--- config.mk ---
export PLATFORM = sky130hd
export DESIGN_NAME = regfile_write_ctrl
export DESIGN_NICKNAME = d
export VERILOG_FILES = /design/src/rtl/regfile_write_ctrl.sv
export SDC_FILE = /design/constraint.sdc
export NUM_CORES = 1
export LEC_CHECK = 0
export BUFFER_PORTS_ARGS = -buffer_cell sky130_fd_sc_hd__clkbuf_2
export CAP_MARGIN = 5
export CORE_UTILIZATION = 47
export CTS_BUF_LIST = sky130_fd_sc_hd__clkbuf_8
export DETAILED_ROUTE_END_ITERATION = 8
export GPL_ROUTABILITY_DRIVEN = 1
export PLACE_DENSITY_LB_ADDON = 0.1
export SLEW_MARGIN = 40
export SYNTH_ARGS = -nofsm -noshare
export SYNTH_HDL_FRONTEND = slang
export SYNTH_SLANG_ARGS = --single-unit
--- constraint.sdc ---
create_clock -name clk -period 1.7 [get_ports clk]
set_clock_uncertainty 0.05 [all_clocks]
set_input_delay 0.255 -clock clk [delete_from_list [all_inputs] [get_ports clk]]
set_output_delay 0.255 -clock clk [all_outputs]
set_load 0.1 [all_outputs]
--- src/rtl/regfile_write_ctrl.sv ---
// regfile_write_ctrl: zero-init sweep then round-robin A/B arbitration of the register file write port
// Ports: clk/reset (async, active-high); init_req re-runs the zero sweep from RUN;
//   a_*/b_* valid/reg/data in, ready out (combinational grant);
//   write_reg/write_data/reg_write drive the register file; init_done high while running.
module regfile_write_ctrl #(
  parameter int NUM_REGS = 32,
  parameter int ADDR_W = 5,
  parameter int DATA_W = 32
) (
  input  logic              clk,
  input  logic              reset,
  input  logic              init_req,
  input  logic              a_valid,
  input  logic [ADDR_W-1:0] a_reg,
  input  logic [DATA_W-1:0] a_data,
  output logic              a_ready,
  input  logic              b_valid,
  input  logic [ADDR_W-1:0] b_reg,
  input  logic [DATA_W-1:0] b_data,
  output logic              b_ready,
  output logic [ADDR_W-1:0] write_reg,
  output logic [DATA_W-1:0] write_data,
  output logic              reg_write,
  output logic              init_done
);
  typedef enum logic {INIT, RUN} state_t;
  state_t state_q, state_d;
  logic [ADDR_W-1:0] cnt_q, cnt_d, write_reg_q, write_reg_d;
  logic [DATA_W-1:0] write_data_q, write_data_d;
  logic reg_write_q, reg_write_d, init_done_q, init_done_d;
  logic ptr_q, ptr_d;
  logic run;
  logic [ADDR_W-1:0] g_reg;
  // ptr_q = 0 gives A the tie, 1 gives B the tie; init_req blocks both grants
  assign run = state_q == RUN && !init_req;
  assign a_ready = run && a_valid && (!b_valid || !ptr_q);
  assign b_ready = run && b_valid && (!a_valid || ptr_q);
  assign g_reg = a_ready ? a_reg : b_reg;
  always_comb begin
    state_d = state_q;
    cnt_d = cnt_q;
    ptr_d = ptr_q;
    write_reg_d = write_reg_q;
    write_data_d = write_data_q;
    reg_write_d = 1'b0;
    init_done_d = 1'b0;
    if (state_q == INIT) begin
      reg_write_d = 1'b1;
      write_reg_d = cnt_q;
      write_data_d = '0;
      cnt_d = cnt_q + 1'b1;
      if (cnt_q == ADDR_W'(NUM_REGS - 1)) begin
        state_d = RUN;
        cnt_d = '0;
      end
    end else if (init_req) begin
      state_d = INIT;
      cnt_d = '0;
    end else begin
      init_done_d = 1'b1;
      if (a_ready || b_ready) begin
        write_reg_d = g_reg;
        write_data_d = a_ready ? a_data : b_data;
        // r0 is hardwired zero: accept the write but never enable it
        reg_write_d = g_reg != '0;
        ptr_d = a_ready;
      end
    end
  end
  always_ff @(posedge clk or posedge reset) begin
    if (reset) begin
      state_q <= INIT;
      cnt_q <= '0;
      ptr_q <= 1'b0;
      write_reg_q <= '0;
      write_data_q <= '0;
      reg_write_q <= 1'b0;
      init_done_q <= 1'b0;
    end else begin
      state_q <= state_d;
      cnt_q <= cnt_d;
      ptr_q <= ptr_d;
      write_reg_q <= write_reg_d;
      write_data_q <= write_data_d;
      reg_write_q <= reg_write_d;
      init_done_q <= init_done_d;
    end
  end
  assign write_reg = write_reg_q;
  assign write_data = write_data_q;
  assign reg_write = reg_write_q;
  assign init_done = init_done_q;
endmodule

==> impl_metrics.ini <==
[outcome]
status = finished clean

[drt]
ant_nets = 0
via_per_inst = 4.89
drtIter0Drc = 70
wl_met2_mm = 2.71
routed.top_layer = met4
drc_errors = 0
wl_per_cell_um = 13.1
wirelength_mm = 5.25
wl_met1_mm = 2.27
drt-pass1-iter-count = 4
via_count = 1964
wl_met3_um = 226

[pwr]
power_frac_clock_pct = 19.3
seqPwrFrac_pct = 34.2
p_switching_mw = 1.90
cellInternalPower_mw = 2.31
comb_power_share_pct = 46.5
ir_worst_vdd_mv = 0.633
power_density_nw_per_um2 = 1280
switching_share_pct = 45.1
leakage_nw = 1.68

[timing]
tns_ps = 0
maxSlewViolCount = 0
period_share_pct = 96.9
setup_viol = 0
worstMarginPinSlew_ps = 554
relSlewSlack_pct = 63.0
max_freq_mhz = 607
rsz0062_at_grt = no
hold_violations = 0
fin_crit_ps = 1650

[clock_network]
cts_max_level = 2
clk_pin_slew_ps = 90
cts_num_sinks = 46
cts_root_buffer = clkbuf_8
tritoncts = built
clock_path_buffers = 2
clkLatencyLatePin_ps = 290
numCtsBuffers = 5

[logic_synthesis]
synth_seq_cells = 46
async_flop_share_pct = 100
synth-main-ff-cell = dfrtp_1
netlist-cell-type-count = 31
synthesis.nets = 289
syn_avg_cell_area_um2 = 11.2
ys_warn_count = 0
synth_edf_count = 0
yosysSeqAreaShare_pct = 49.2
synthCells = 208
synth_area_um2 = 2340

[die]
start_util_pct = 49.2
die-height_um = 72.5
coreArea_um2 = 4750
ioPinCount = 120
num_rows = 25
dieArea_um2 = 5260
die_x_um = 72.5

[placed_design]
gp_congestion = 0.855
dpl.hpwl_mm = 4.01
placed_area_um2 = 3150
portBuffers = 119

[final_layout]
multiInputGateArea_um2 = 1140
final_cell_mix = clkbuf_2, mux2i_1, dfrtp_1
fin_nets = 415
syn2layout_area_growth_pct = 40.8
fillers = 399
drive_gt1_share_pct = 44.2
layout_commonest_cell = clkbuf_2
seqCellArea_um2 = 1150
antenna_cells = 0
finish.instance_area_um2 = 3290
largest_reg_flops = 32

[critical_path]
startpoint_type = flip-flop
worstPathArrival_ps = 1340
worstPathRequired_ps = 1390
path_cells = nor2b_4 > o21ai_2 > a21oi_4 > buf_12
crit_type = reg -> out
crit_family = flip-flops
path_buf_inv = 1
end_kind = primary output
r2r_slack_ps = 140
slowest_delay_ps = 360
crit_slowest_cell = dfrtp_1
path_max_fanout = 6

[grt]
grt_overflow = 0
grt_pass1_vias = 1800
grt_usage_pct = 20.7
grt_pass1_wl_mm = 8.42
grt_max_degree = 27
antenna_found_initial = 0

[run]
cap_violations = 0

[hold_path]
hp-class = in -> reg
[power by group through the flow]
| stage | logic, mW | registers [mW] | clock network, mW |
|---|---|---|---|
| final | 1.95 | 1.44 | 0.812 |
| after global routing | 2.07 | 1.46 | 0.872 |
| after CTS | 1.97 | 1.44 | 0.833 |
| after detailed placement | 1.95 | 1.46 | 0 |
| after global placement | 1.94 | 1.45 | 0 |
| after floorplan | 0.684 | 2.26 | 0 |
[metrics by stage]
step           setup WS (ps)  std cells  hold WS (ps)  util (%)  total power [mW]
3_5_place_dp            63.7        391           274      66.2              3.40
2_1_floorplan         -0.782        208           287         -              2.94
3_3_place_gp            86.0        391           284      66.2              3.39
4_1_cts                 44.1        402           171      69.3              4.24
6_report                52.3        402           179      69.3              4.20
5_1_grt                 1.24        402           187      69.3              4.40
[synthesized netlist by cell type (all sizes together), types with 2 or more instances]
master | instances | area [um^2]
dfrtp | 46 | 1150
o22ai | 5 | 31.3
mux2i | 69 | 691
clkbuf | 4 | 15.0
a21oi | 8 | 40.0
inv | 2 | 7.51
buf | 10 | 60.1
nor2 | 7 | 26.3
nand2 | 33 | 124
ha | 2 | 25.0
a22o | 3 | 26.3
[layout make-up]
type	instances	area share [%]
Timing Repair Buffer	133	24.2
Multi-Input combinational cell	145	34.6
Tap cell	67	2.55
Inverter	3	0.342
Clock inverter	3	1.33
Sequential cell	46	35.0
Clock buffer	5	2.09
[final timing paths]
path,start,end,cells after the start
setup / recovery,state_q$_DFF_PP0_,b_ready,4
hold / removal,init_req,cnt_q[4]$_DFFE_PP0P_,2
setup reg to reg,ptr_q$_DFFE_PP0P_,write_reg[0]$_DFFE_PP0P_,5
hold reg to reg,write_data[23]$_DFFE_PP0P_,write_data[23]$_DFFE_PP0P_,2
max in group asynchronous,reset,write_data[17]$_DFFE_PP0P_,4
min in group asynchronous,reset,write_data[5]$_DFFE_PP0P_,3
[metal layers]
layer  global-route usage, %  vias to the layer above
met4                    5.88                        0
met1                    29.1                      910
met3                    3.19                        4
met5                       0                        -
li1                        -                      985
met2                    33.4                       65
[timing repair]
item | CTS | global route
hold buffers | 1 | 0
setup endpoints to repair | 2 | 0
endpoints found under the hold margin | 24 | 0
buffers inserted | 2 | 0
resized for setup | 2 | 0
[cell families (layout without fill, tap and decap cells)]
kind of cell | after synthesis | count (layout) | synth area share, %
muxes | 70 | 70 | 30.0
and+or+nand+nor | 47 | 47 | 8.40
DFF | 46 | 46 | 49.2
AOI/OAI and AO/OA | 24 | 24 | 6.85
buffers and inverters | 17 | 144 | 3.69
adders and majority gates | 2 | 2 | 1.07
xor gates and xnor gates | 2 | 2 | 0.749
Note: power is estimated with default switching activity, not from simulation.
